**config.mk**
```make
export PLATFORM = sky130hd
export DESIGN_NAME = pkt_dispatch_ctrl
export DESIGN_NICKNAME = d
export VERILOG_FILES = /design/src/rtl/pkt_dispatch_ctrl.sv
export SDC_FILE = /design/constraint.sdc
export NUM_CORES = 1
export LEC_CHECK = 0
export ABC_AREA = 0
export ABC_CLOCK_PERIOD_IN_PS = 3450
export CAP_MARGIN = 30
export CORE_MARGIN = 1.5
export CORE_UTILIZATION = 55
export CTS_CLUSTER_DIAMETER = 80
export DETAILED_ROUTE_END_ITERATION = 6
export DONT_BUFFER_PORTS = 1
export MAX_ROUTING_LAYER = met4
export PLACE_DENSITY_LB_ADDON = 0.1
export SLEW_MARGIN = 20
export SYNTH_ARGS = -nofsm -noshare
export SYNTH_HDL_FRONTEND = slang
export SYNTH_SLANG_ARGS = --single-unit
```
**constraint.sdc**
```tcl
create_clock -name clk -period 3.45 [get_ports clk]
set_input_delay 0.69 -clock clk [delete_from_list [all_inputs] [get_ports clk]]
set_output_delay 0.69 -clock clk [all_outputs]
set_load 0.03 [all_outputs]
```
**src/rtl/pkt_dispatch_ctrl.sv**
```systemverilog
// Packet-dispatch controller: header FIFO feeding a decode/enable-window FSM, plus an
// independent clear-channel-assessment FSM that produces the transmit grant.
module pkt_dispatch_ctrl #(
  parameter int unsigned WORD_WIDTH = 16,
  parameter int unsigned FIFO_DEPTH = 4,
  parameter int unsigned EN_CYCLES  = 1,
  parameter int unsigned MAX_HOPS   = 4,
  parameter int unsigned CCA_CYCLES = 3
) (
  input  logic                          clk,
  input  logic                          rst,
  input  logic                          newpkt,
  input  logic [2:0]                    fPacketType,
  input  logic [WORD_WIDTH-1:0]         fHopsFromCH,
  input  logic [WORD_WIDTH-1:0]         fChosenCH,
  input  logic [WORD_WIDTH-1:0]         destinationID,
  input  logic [WORD_WIDTH-1:0]         myNodeID,
  input  logic [WORD_WIDTH-1:0]         chosenCH,
  input  logic                          role,
  input  logic                          iHaveData,
  input  logic                          tx_req,
  input  logic                          tx_done,
  input  logic                          channel_clear,
  output logic                          en_KCH,
  output logic                          en_MNI,
  output logic                          en_QTU_FMB,
  output logic                          en_neighborTable,
  output logic                          en_reward,
  output logic                          iAmDestination,
  output logic                          okToSend,
  output logic                          pkt_drop,
  output logic [$clog2(FIFO_DEPTH):0]   fifo_count,
  output logic                          busy
);

  localparam int unsigned PtrW = $clog2(FIFO_DEPTH);
  localparam int unsigned CntW = PtrW + 1;

  typedef struct packed {
    logic [2:0]            ptype;
    logic [WORD_WIDTH-1:0] hops;
    logic [WORD_WIDTH-1:0] ch;
    logic [WORD_WIDTH-1:0] dst;
  } hdr_t;

  typedef enum logic [1:0] {StIdle, StDecode, StEnable} disp_e;
  typedef enum logic [1:0] {TxIdle, TxCca, TxGrant} tx_e;

  // ---------------------------------------------------------------- header FIFO
  hdr_t            mem_q [FIFO_DEPTH];
  hdr_t            hdr_in;
  logic [PtrW-1:0] wr_ptr_q, rd_ptr_q;
  logic [CntW-1:0] count_q, count_d;
  logic            full, push, pop, drop_q;
  disp_e           disp_q, disp_d;

  assign hdr_in = {fPacketType, fHopsFromCH, fChosenCH, destinationID};
  // Full uses the pre-edge count, so a same-cycle pop never admits a push.
  assign full   = (count_q == CntW'(FIFO_DEPTH));
  assign push   = newpkt & ~full;
  assign pop    = (disp_q == StIdle) && (count_q != '0);

  always_comb begin
    count_d = count_q;
    unique case ({push, pop})
      2'b10:   count_d = count_q + CntW'(1);
      2'b01:   count_d = count_q - CntW'(1);
      default: count_d = count_q;
    endcase
  end

  always_ff @(posedge clk or posedge rst) begin
    if (rst) begin
      wr_ptr_q <= '0;
      rd_ptr_q <= '0;
      count_q  <= '0;
      drop_q   <= 1'b0;
    end else begin
      if (push) wr_ptr_q <= wr_ptr_q + PtrW'(1);
      if (pop)  rd_ptr_q <= rd_ptr_q + PtrW'(1);
      count_q <= count_d;
      drop_q  <= newpkt & full;
    end
  end

  always_ff @(posedge clk) begin
    if (push) mem_q[wr_ptr_q] <= hdr_in;
  end

  // ---------------------------------------------------------------- dispatch FSM
  hdr_t       work_q, work_d;
  logic [3:0] win_q, win_d;
  logic [5:0] en_q, en_d;      // {kch, mni, qtu_fmb, nbr, reward, dst}
  logic [5:0] dec_vec;
  logic       match, is_dst;

  assign match  = (work_q.ch == chosenCH);
  assign is_dst = (work_q.dst == myNodeID);

  always_comb begin
    dec_vec    = '0;
    dec_vec[0] = is_dst;
    unique case (work_q.ptype)
      3'b000: begin dec_vec[4] = 1'b1; dec_vec[1] = 1'b1; end
      3'b001: dec_vec[4] = 1'b1;
      3'b010: begin
        dec_vec[5] = 1'b1;
        dec_vec[1] = (work_q.hops < WORD_WIDTH'(MAX_HOPS));
      end
      3'b011: begin
        dec_vec[3] = match;
        dec_vec[2] = match;
        dec_vec[1] = role;
      end
      3'b100: begin dec_vec[4] = is_dst; dec_vec[1] = role; end
      3'b101, 3'b110: begin
        dec_vec[3] = match;
        dec_vec[2] = match;
        dec_vec[1] = is_dst | iHaveData;
      end
      default: dec_vec[5:1] = '0;
    endcase
  end

  always_comb begin
    disp_d = disp_q;
    work_d = work_q;
    win_d  = win_q;
    en_d   = en_q;
    unique case (disp_q)
      StIdle: begin
        if (pop) begin
          work_d = mem_q[rd_ptr_q];
          disp_d = StDecode;
        end
      end
      StDecode: begin
        en_d   = dec_vec;
        win_d  = 4'(EN_CYCLES - 1);
        disp_d = StEnable;
      end
      StEnable: begin
        if (win_q == '0) begin
          en_d   = '0;
          disp_d = StIdle;
        end else begin
          win_d = win_q - 4'd1;
        end
      end
      default: disp_d = StIdle;
    endcase
  end

  always_ff @(posedge clk or posedge rst) begin
    if (rst) begin
      disp_q <= StIdle;
      work_q <= '0;
      win_q  <= '0;
      en_q   <= '0;
    end else begin
      disp_q <= disp_d;
      work_q <= work_d;
      win_q  <= win_d;
      en_q   <= en_d;
    end
  end

  // ---------------------------------------------------------------- CCA / TX FSM
  tx_e        tx_q, tx_d;
  logic [3:0] cca_q, cca_d;

  always_comb begin
    tx_d  = tx_q;
    cca_d = cca_q;
    unique case (tx_q)
      TxIdle: begin
        if (tx_req) begin
          tx_d  = TxCca;
          cca_d = '0;
        end
      end
      TxCca: begin
        // Dropping the request wins over a grant reached in the same cycle.
        if (!tx_req) begin
          tx_d  = TxIdle;
          cca_d = '0;
        end else if (channel_clear) begin
          if (cca_q + 4'd1 == 4'(CCA_CYCLES)) begin
            tx_d  = TxGrant;
            cca_d = '0;
          end else begin
            cca_d = cca_q + 4'd1;
          end
        end else begin
          cca_d = '0;
        end
      end
      TxGrant: begin
        if (tx_done) tx_d = TxIdle;
      end
      default: tx_d = TxIdle;
    endcase
  end

  always_ff @(posedge clk or posedge rst) begin
    if (rst) begin
      tx_q  <= TxIdle;
      cca_q <= '0;
    end else begin
      tx_q  <= tx_d;
      cca_q <= cca_d;
    end
  end

  // ---------------------------------------------------------------- outputs
  assign {en_KCH, en_reward, en_QTU_FMB, en_neighborTable, en_MNI, iAmDestination} =
         {en_q[5], en_q[1], en_q[3], en_q[2], en_q[4], en_q[0]};
  assign okToSend   = (tx_q == TxGrant);
  assign pkt_drop   = drop_q;
  assign fifo_count = count_q;
  assign busy       = (disp_q != StIdle);

endmodule

```
# --- Word-level counts from Yosys, hierarchy flattened ---
# Memory sizes are Yosys's and may differ from the RTL's. A register that Yosys moved wholly into a read port is not among the register bits.
# Cells that the tools add are included.
totals:
  reg_bits: 26
  latchBits: 0
  mem_bits_rw: 204
  romBits: 0
  in_bits: 91
  output_inout_bits: 12
  elab_cells: 89
  memories: 1
mem_list:
  columns: ["name", "depth", "word_bits", "read_ports", "rd_clocked_by_memory_dff", "wr", "line_no", "text"]
  rows:
  - ["mem_q", 4, 51, 1, 1, 1, "50", "hdr_t mem_q [FIFO_DEPTH];"]
op_classes:
  n_addsub: 6
  multipliers: 0
  n_div: 0
  order_cmp: 1
  eq_ne: 23
  shifts: 0
  muxes: 25
  bitwise: 4
  reduce_logical: 20
ops:
  columns: ["operator", "n"]
  rows:
  - ["16-bit == test", 2]
  - ["4-bit 2-to-1 mux", 5]
  - ["16-bit by 3-bit < comparator with 1-bit output (second input constant)", 1]
  - ["2-bit 2-to-1 mux", 8]
  - ["4-bit case mux with 2 select lines", 2]
  - ["3-bit == test (second input constant)", 4]
  - ["2-bit case mux with 3 select lines", 2]
  - ["6-bit case mux with 2 select lines", 1]
  - ["2-bit inequality test (second input constant)", 5]
  - ["2-bit AND reduction", 5]
  - ["2-bit nonzero test", 4]
  - ["2-bit by 1-bit == test with 1-bit output (second input constant)", 3]
  - ["2-bit == test (second input constant)", 3]
  - ["3-bit by 2-bit == test with 1-bit output (second input constant)", 2]
  - ["6-bit 2-to-1 mux", 1]
  - ["3-bit inequality test (second input constant)", 2]
  - ["3-bit case mux with 2 select lines", 1]
  - ["2-bit OR reduction", 3]
  - ["2-bit by 1-bit adder with 2-bit output (second input constant)", 2]
  - ["4-bit by 1-bit adder with 4-bit output (second input constant)", 1]
  - ["4-bit by 2-bit == test with 1-bit output (second input constant)", 1]
  - ["2-bit logical NOT", 2]
  - ["4-bit logical NOT", 1]
  - ["1-bit case mux with 4 select lines", 1]
  - ["14 further kinds", 17]

# --- Longest topological paths before layout ---
# Gate-level depths: netlist of run 1.
logic_depth:
  word_depth: 6
  depth_mapped: 9
  mapped_depth_nobuf: 9

# --- Least setup slack after synthesis of run 1 ---
# OpenSTA, ideal clock, no wires.
synth_timing:
  kind: "input-to-reg"
  start: "input newpkt"
  end: "memory mem_q[0][0] (netlist name) (enable)"
  setup_ps: 412
  arrival_time_ps: 2285
  required_time_ps: 3038
  path_slack_ps: 754
  path_stages: 2
  path_buffers: 0
  path_cell_list: "a21boi_1 -> and2_1"
synth_between:
  elab_chain_cells: 3
synth_lines:
  columns: ["element", "line_no", "text"]
  rows:
  - ["start: declaration", "12", "input logic newpkt,"]
  - ["1-bit bitwise AND", "60", "assign push = newpkt & ~full;"]
  - ["1-bit 2-to-1 mux", "87", "if (push) mem_q[wr_ptr_q] <= hdr_in;"]
  - ["1-bit 2-to-1 mux (implied by the code)", "87", null]
  - ["end: declaration", "50", null]
# Every way passes these cells.

# --- Final worst setup path of run 1 ---
layout_timing:
  start: "register disp_q[1]"
  end: "register work_q[16] (netlist name)"
layout_between:
  elab_chain_cells: 3
layout_lines:
  columns: ["element", "line_no", "text"]
  rows:
  - ["start: declaration", "55", "disp_e disp_q, disp_d;"]
  - ["start signal: assignment", "156", "disp_q <= StIdle;"]
  - ["start signal: assignment", "161", "disp_q <= disp_d;"]
  - ["2-bit logical NOT *", "61, 130", null]
  - ["1-bit logical AND", "61", "assign pop = (disp_q == StIdle) && (count_q != '0);"]
  - ["2-bit AND reduction (no line) *", null, null]
  - ["end signal: assignment", "162", "work_q <= work_d;"]
  - ["end: declaration", "91", "hdr_t work_q, work_d;"]
# Every way passes the cells marked *; elsewhere a longest branch is shown, timed or not.
# A chain may end at the register's enable or synchronous reset.

==> impl_metrics.json, run 1 <==
{
  "outcome": "finished, final reports clean",
  "grt_max_degree": 50,
  "grt_overflow": 0,
  "final.setup.tns_ps": 0,
  "cts_buffers": 28,
  "fp-row-count": 51,
  "rsz0062_at_grt": "no",
  "antenna_cells": 0,
  "drv_cap": 0,
  "start_kind": "register",
  "coreArea_mm2": 0.0194,
  "postRouteAntennaNets": 0,
  "criticalPathCategory": "register to register",
  "path_cells": "or2_4 -> nor2_8 -> buf_4 -> mux2_2",
  "cts_tree": "built",
  "clock_latency_ps": 530,
  "cts.sinks": 270,
  "drive_gt1_share_pct": 26.6,
  "slowest_stage": "buf_4",
  "power.density_mw_per_mm2": 909,
  "cts-root-buf": "clkbuf_16",
  "synth_edf_count": 196,
  "cts-htree-levels": 1,
  "crit_fanout": 39,
  "syn_nets": 650,
  "grt_pass1_vias": 5300,
  "drt_wl_total_mm": 18.8,
  "synthesis.area_mm2": 0.0108,
  "routed-via-count": 4869,
  "routabilityCongestion": 0.723,
  "clock.fmax_mhz": 417,
  "yosysMostFrequentCell": "edfxtp_1",
  "dp_hpwl_mm": 11.5,
  "avgViaCountPerCell": 5.64,
  "slew_headroom_pct": 48.9,
  "dieWidth_um": 143,
  "worst_setup_path_end_kind": "register",
  "period_minus_slack_ps": 2400,
  "die_h_um": 143,
  "crit_arrival_ps": 2800,
  "cts_resized": 0,
  "track_usage_pct": 20.0,
  "port_buffers": 0,
  "yosysUniqueCellTypes": 45,
  "ys_seq_area_share_pct": 71.6,
  "synth_warnings": 0,
  "hp-class": "primary input to register",
  "worst_pin_slew_ps": 767,
  "holdWs_ps": 250,
  "fillers": 1422,
  "grt_use_met3_pct": 5.20,
  "finClkSkew_ps": 14.1,
  "hold_viol": 0,
  "async_flop_share_pct": 27.4,
  "drc": 0,
  "drt_first_iter_violations": 282,
  "worst_ep_required_time_ps": 3850,
  "antenna_found_initial": 0,
  "synth_top_cells_by_count": "edfxtp_1, dfrtp_1, mux4_2",
  "use_met2_pct": 33.1,
  "die_area_mm2": 0.0205,
  "nets": 676,
  "start_util_pct": 55.7,
  "syn_area_per_cell_um2": 19.7,
  "clk_pin_slew_ps": 60,
  "power_leakage_nw": 4.33,
  "critPathMaxStageDelay_ps": 670,
  "wl_per_cell_um": 21.8,
  "post-cts-setup-buffers": 0,
  "synth_area_leaders": "edfxtp_1, dfrtp_1, mux4_2",
  "syn2layout_area_growth_pct": 11.6,
  "synth-seq-cells": 270,
  "use_met1_pct": 25.1,
  "io_pins": 103,
  "postCtsHoldBufs": 0,
  "top_usage_layer": "met2",
  "drv_slew": 0,
  "synth_top_area_share_pct": 54.5,
  "grt_pass1_wl_mm": 29.6,
  "clockBufferDepth": 3,
  "firstDrtPassIters": 4,
  "fin_crit_sh_pct": 69.5,
  "peakVddDrop_uv": 516,
  "postLayoutCoreUtil_pct": 62.2,
  "ys.flop_type": "edfxtp_1",
  "yosysTopAreaCell": "edfxtp_1",
  "synth_cells": 550,
  "finalSetupViolCount": 0
}
-- where the power goes --
part / internal [mW] / switching (mW) / total, mW
Combinational: 1.79 / 1.29 / 3.07
Sequential: 4.40 / 0.644 / 5.04
Clock: 1.71 / 1.13 / 2.84
-- final timing paths --
check                      cells after the start        startpoint  slack (ps)     endpoint
min                                            0  destinationID[4]         250  mem_q[2][4]
max in group asynchronous                      4               rst        2180  rd_ptr_q[0]
min in group asynchronous                      2               rst         520     pkt_drop
max reg2reg                                    4         disp_q[1]        1050   work_q[16]
max                                            4         disp_q[1]        1050   work_q[16]
min reg2reg                                    1           tx_q[1]         500      tx_q[0]
-- registers in the layout (all words and copies together), names as in the netlist --
signal / count
work_q: 49
cca_q: 4
tx_q: 2
win_q: 4
pkt_drop: 1
rd_ptr_q: 2
fifo_count: 3
en_q: 5
wr_ptr_q: 2
mem_q: 196
disp_q: 2
-- worst max-delay path: cells and delay by family, from the launching register on --
kind | cells | cell delay (ps)
buf+inv | 1 | 670
flops | 1 | 430
mux | 1 | 410
simple gates | 2 | 730
-- final cells by class --
class | count | area [µm²] | area share [%]
repair buffers | 15 | 178 | 1.47
clock inverters | 12 | 108 | 0.892
well taps | 265 | 332 | 2.75
clock buffers | 40 | 777 | 6.44
inverters | 14 | 53.8 | 0.446
flip-flops and latches | 270 | 7740 | 64.2
multi-input cells | 247 | 2870 | 23.8
-- metrics by stage --
| stage | std cells | power [mW] | instance area (µm²) | worst slack, ps |
|---|---|---|---|---|
| floorplan | 550 | 7.59 | 10800 | 754 |
| global placement | 809 | 8.14 | 11100 | 1060 |
| detailed placement | 809 | 8.24 | 11100 | 1030 |
| CTS | 861 | 11.1 | 12000 | 1020 |
| global route | 863 | 11.5 | 12100 | 929 |
| finish | 863 | 11.0 | 12100 | 1050 |
-- cells by family (layout without fill, tap and decap cells) --
| group | count (synthesis) | in the layout | synth area share, % |
|---|---|---|---|
| fa+ha+maj | 9 | 9 | 1.11 |
| compound gates | 30 | 30 | 1.70 |
| flops | 270 | 270 | 71.6 |
| buf+inv | 33 | 81 | 1.93 |
| xor+xnor | 40 | 40 | 3.24 |
| mux | 98 | 98 | 16.9 |
| simple gates | 70 | 70 | 3.52 |
-- layer usage --
metal / routed length, µm / share of wire [%]
met1: 7920 / 42
met2: 9420 / 50
met3: 1140 / 6.1
met4: 297 / 1.6
met5: 0 / 0
-- cells in the final DEF, fill, tap and decap left out, drive strengths merged, types with 3 or more instances in the layout --
| master | instances |
|---|---|
| nor3 | 3 |
| nor2 | 10 |
| mux4 | 49 |
| nand4 | 5 |
| buf | 14 |
| xnor2 | 25 |
| and2 | 6 |
| xor2 | 15 |
| o21ai | 11 |
| nand3 | 7 |
| nor4 | 8 |
| edfxtp | 196 |
| nand2b | 4 |
| mux2 | 48 |
| nand2 | 19 |
| o31ai | 4 |
| a21oi | 6 |
| clkbuf | 40 |
| inv | 13 |
| clkinv | 10 |
| dfrtp | 74 |
| ha | 8 |
Power figures use the tool's default switching activity.
==> inputs of run 2 (changes only) <==
ABC_CLOCK_PERIOD_IN_PS = 2390   (was 3450)
clock period = 2.39 ns   (was 3.45 ns; I/O delays follow)
==> impl_metrics.json, run 2 (same netlist as run 1, synthesis figures left out) <==
{
  "start_kind": "register",
  "cpMostUsedCell": "xor2_1",
  "grt_pass1_wl_mm": 29.4,
  "dp_hpwl_mm": 11.6,
  "crit_family": "simple AND/OR/NAND/NOR gates",
  "outcome": "finished, final reports clean",
  "antenna_cells": 0,
  "clock_latency_ps": 530,
  "routabilityCongestion": 0.770,
  "postLayoutCoreUtil_pct": 63.0,
  "grt_overflow": 0,
  "worst_ep_required_time_ps": 2840,
  "hold_viol": 0,
  "post-cts-setup-buffers": 0,
  "die_area_mm2": 0.0205,
  "routed-via-count": 4846,
  "coreArea_mm2": 0.0194,
  "hp-class": "primary input to register",
  "postCtsHoldBufs": 1,
  "path_cells": "or2_4 -> nor2_8 -> ha_1 -> inv_1 -> fa_1 -> xor2_1 -> nor2_1 -> xor2_1",
  "critPathMaxStageDelay_ps": 440,
  "antenna_found_initial": 0,
  "cts_tree": "built",
  "fin_crit_sh_pct": 85.4,
  "criticalPathCategory": "register to register",
  "cts_resized": 0,
  "power_leakage_nw": 4.40,
  "crit_arrival_ps": 2490,
  "crit_buf_inv": 1,
  "finClkSkew_ps": 9.18,
  "cts-root-buf": "clkbuf_16",
  "clock.fmax_mhz": 490,
  "worst_pin_slew_ps": 629,
  "crit_fanout": 7,
  "cts_buffers": 27,
  "grt_max_degree": 53,
  "drv_cap": 0,
  "avgViaCountPerCell": 5.57,
  "syn2layout_area_growth_pct": 13.0,
  "drt_first_iter_violations": 256,
  "rsz0062_at_grt": "no",
  "period_minus_slack_ps": 2040,
  "drc": 0,
  "clk_pin_slew_ps": 60,
  "power.density_mw_per_mm2": 1330,
  "track_usage_pct": 20.0,
  "postRouteAntennaNets": 0,
  "worst_setup_path_end_kind": "register",
  "dp_cells": 819,
  "die_h_um": 143,
  "cts-htree-levels": 1,
  "dieWidth_um": 143,
  "port_buffers": 0,
  "io_pins": 103,
  "grt_pass1_vias": 5343,
  "drt_wl_total_mm": 18.7,
  "final.setup.tns_ps": 0,
  "final_cell_mix": "edfxtp_1, dfrtp_1, mux4_2, mux2_4, clkbuf_16",
  "start_util_pct": 55.7,
  "fp-row-count": 51,
  "slew_headroom_pct": 58.0,
  "slowest_stage": "dfrtp_1",
  "drv_slew": 0,
  "final_common_cell": "edfxtp_1",
  "top_register": "mem_q",
  "finalSetupViolCount": 0,
  "clockBufferDepth": 3,
  "nets": 684,
  "top_regs": "mem_q x196, work_q x49, en_q x5",
  "firstDrtPassIters": 4,
  "peakVddDrop_uv": 853,
  "fin_cells": 870,
  "wl_per_cell_um": 21.5,
  "largest_reg_flops": 196,
  "cts.sinks": 270,
  "drive_gt1_share_pct": 29.3
}
[run 2: final timing paths]
check	depth (start not counted)	from	slack, ps	endpoint
setup reg to reg	8	disp_q[1]	350	fifo_count[2]
hold / removal	0	fHopsFromCH[9]	40	mem_q[2][41]
min in group asynchronous	2	rst	470	pkt_drop
setup / recovery	8	disp_q[1]	350	fifo_count[2]
max in group asynchronous	3	rst	1260	rd_ptr_q[1]
hold reg to reg	1	tx_q[1]	490	tx_q[0]
[run 2: metrics by stage]
stage | power (mW) | hold slack [ps] | area (µm²) | setup slack [ps]
floorplan | 10.9 | 444 | 10800 | 30.4
global placement | 11.9 | 448 | 11300 | 391
detailed placement | 12.1 | 447 | 11300 | 358
CTS | 16.4 | 14.0 | 12200 | 343
global route | 17.0 | 10.9 | 12200 | 285
finish | 16.2 | 36.8 | 12200 | 349
[run 2: final cells by class]
type,instances,area [µm²]
Clock buffer,31,721
Clock inverter,19,216
Fill cell,1385,7180
Inverter,14,53.8
Multi-Input combinational cell,247,2870
Sequential cell,270,7740
Tap cell,265,332
Timing Repair Buffer,24,283
[run 2: per-layer routing]
metal | vias to the layer above | GRT usage [%] | part of all wire, %
li1 | 2214 | - | -
met1 | 2496 | 25.6 | 42
met2 | 109 | 32.0 | 49
met3 | 27 | 5.26 | 7.4
met4 | 0 | 5.21 | 1.6
met5 | - | - | 0
[run 2: where the power goes]
| group | internal, mW | switching, mW |
|---|---|---|
| logic | 2.72 | 2.05 |
| clock network | 2.60 | 1.73 |
| registers | 6.35 | 0.746 |
| total | 11.7 | 4.53 |
==> inputs of run 3 (changes only) <==
ABC_CLOCK_PERIOD_IN_PS = 2600   (was 2390)
SLEW_MARGIN = default   (was 20)
clock period = 2.6 ns   (was 2.39 ns; I/O delays follow)
==> impl_metrics.json, run 3 (same netlist as run 1, synthesis figures left out) <==
{
  "clockBufferDepth": 3,
  "cts_tree": "built",
  "period_minus_slack_ps": 2060,
  "dp_hpwl_mm": 11.1,
  "hold_viol": 0,
  "final_common_cell": "edfxtp_1",
  "peakVddDrop_uv": 592,
  "postRouteAntennaNets": 0,
  "power_leakage_nw": 4.39,
  "slew_headroom_pct": 48.5,
  "coreArea_mm2": 0.0194,
  "routabilityCongestion": 0.752,
  "start_kind": "register",
  "clock.fmax_mhz": 486,
  "drt_first_iter_violations": 169,
  "finalWorstSetupSlack_ps": 544,
  "drc": 0,
  "p_int_mw": 10.6,
  "drt_wl_total_mm": 18.7,
  "hp-class": "primary input to register",
  "start_util_pct": 55.7,
  "crit_fanout": 7,
  "dieWidth_um": 143,
  "crit_family": "simple AND/OR/NAND/NOR gates",
  "power.density_mw_per_mm2": 1210,
  "syn2layout_area_growth_pct": 12.6,
  "p_sw_mw": 4.10,
  "outcome": "finished, final reports clean",
  "finalSetupViolCount": 0,
  "clock_power_share_pct": 26.2,
  "cts_buffers": 28,
  "drv_slew": 0,
  "path_cells": "or2_4 -> nor2_8 -> ha_1 -> inv_1 -> fa_1 -> xor2_1 -> nor2_1 -> xor2_1",
  "wl_per_cell_um": 21.6,
  "die_h_um": 143,
  "holdPathStages": 0,
  "combPwrFrac_pct": 29.9,
  "antenna_found_initial": 0,
  "reg2reg_depth": 8,
  "criticalPathCategory": "register to register",
  "grt_overflow": 0,
  "clk_pin_slew_ps": 60,
  "final_cell_mix": "edfxtp_1, dfrtp_1, mux4_2, mux2_4, clkbuf_16",
  "worst_setup_path_end_kind": "register",
  "grt_max_degree": 53,
  "io_pins": 103,
  "routed-via-count": 4875,
  "track_usage_pct": 19.8,
  "worst_ep_required_time_ps": 3050,
  "cts.sinks": 270,
  "cts-root-buf": "clkbuf_16",
  "grt_pass1_wl_mm": 29.4,
  "cts-htree-levels": 1,
  "avgViaCountPerCell": 5.62,
  "cp.depth": 8,
  "drv_cap": 0,
  "cpMostUsedCell": "xor2_1",
  "port_buffers": 0,
  "die_area_mm2": 0.0205,
  "slowest_stage": "dfrtp_1",
  "fp-row-count": 51,
  "final.setup.tns_ps": 0,
  "pre_cts_ws_ps": 524,
  "finClkSkew_ps": 7.36,
  "top_regs": "mem_q x196, work_q x49, en_q x5",
  "cts_resized": 0,
  "crit_arrival_ps": 2510,
  "crit_buf_inv": 1,
  "critPathMaxStageDelay_ps": 440,
  "fin_crit_sh_pct": 79.1,
  "nets": 681,
  "antenna_cells": 0,
  "rsz0062_at_grt": "no",
  "grt_pass1_vias": 5288,
  "postLayoutCoreUtil_pct": 62.7,
  "power_frac_seq_pct": 44.0,
  "swShare_pct": 27.8,
  "drive_gt1_share_pct": 27.5,
  "power_mw": 14.8,
  "top_register": "mem_q",
  "firstDrtPassIters": 5,
  "worst_pin_slew_ps": 772,
  "largest_reg_flops": 196,
  "clock_latency_ps": 530
}
## run 3: cell count changes in the layout (fill, tap and decap cells not counted)
cell,change
buf_4,-5
buf_12,+1
bufinv_16,-2
clkinv_8,+1
clkinvlp_4,-5
clkinv_1,+1
clkbuf_1,+8
clkbuf_16,+1
clkinv_4,-2
clkbuf_8,+2
clkinv_2,-1
inv_6,-1
## run 3: through the flow
| stage | hold slack, ps | std cells | area [µm²] |
|---|---|---|---|
| 2_1_floorplan | 444 | 550 | 10800 |
| 3_3_place_gp | 476 | 815 | 11200 |
| 3_5_place_dp | 480 | 815 | 11200 |
| 4_1_cts | 55.4 | 868 | 12200 |
| 5_1_grt | 49.1 | 868 | 12200 |
| 6_report | 78.4 | 868 | 12200 |
## run 3: final cells by class
| type | instances | area [µm²] |
|---|---|---|
| fill | 1426 | 7230 |
| clock inverter | 10 | 108 |
| multi-input combinational | 247 | 2870 |
| timing repair buffer | 20 | 265 |
| clock buffer | 42 | 803 |
| inverter | 14 | 53.8 |
| tap | 265 | 332 |
| sequential | 270 | 7740 |
## run 3: power by group through the flow
stage	Sequential [mW]	Combinational (mW)	Clock, mW
after detailed placement	6.58	4.50	0
after CTS	6.51	4.52	3.95
after floorplan	6.35	3.71	0
after global placement	6.53	4.41	0
final	6.49	4.40	3.86
after global routing	6.61	4.78	4.12
## run 3: path summary, 6_finish.rpt
| check | start | to | slack, ps |
|---|---|---|---|
| worst min register to register | tx_q[1] | tx_q[0] | 480 |
| min in group asynchronous | rst | pkt_drop | 550 |
| worst max register to register | disp_q[1] | fifo_count[2] | 540 |
| max in group asynchronous | rst | work_q[1] | 1370 |
| worst min-delay path | destinationID[6] | mem_q[2][6] | 80 |
| worst max-delay path | disp_q[1] | fifo_count[2] | 540 |
## run 3: routing by layer
layer | vias to the layer above | GRT usage, % | wire length [µm] | share of wire (%)
met1 | 2543 | 25.0 | 7900 | 42
met2 | 99 | 32.1 | 9230 | 49
met3 | 29 | 5.67 | 1250 | 6.7
met4 | 0 | 4.61 | 342 | 1.8
li1 | 2204 | - | - | -
met5 | - | - | 0 | 0
## run 3: timing repair
action,CTS,global route
hold endpoints to repair,2,0
buffers inserted,0,0
setup endpoints to repair,0,0
hold buffers,1,0
## run 3: worst register-to-register path, stage by stage, from the launching register on
cell     delay [ps]
dfrtp_1         440
or2_4           350
nor2_8          150
ha_1            190
inv_1            60
fa_1            370
xor2_1          150
nor2_1          100
xor2_1          170
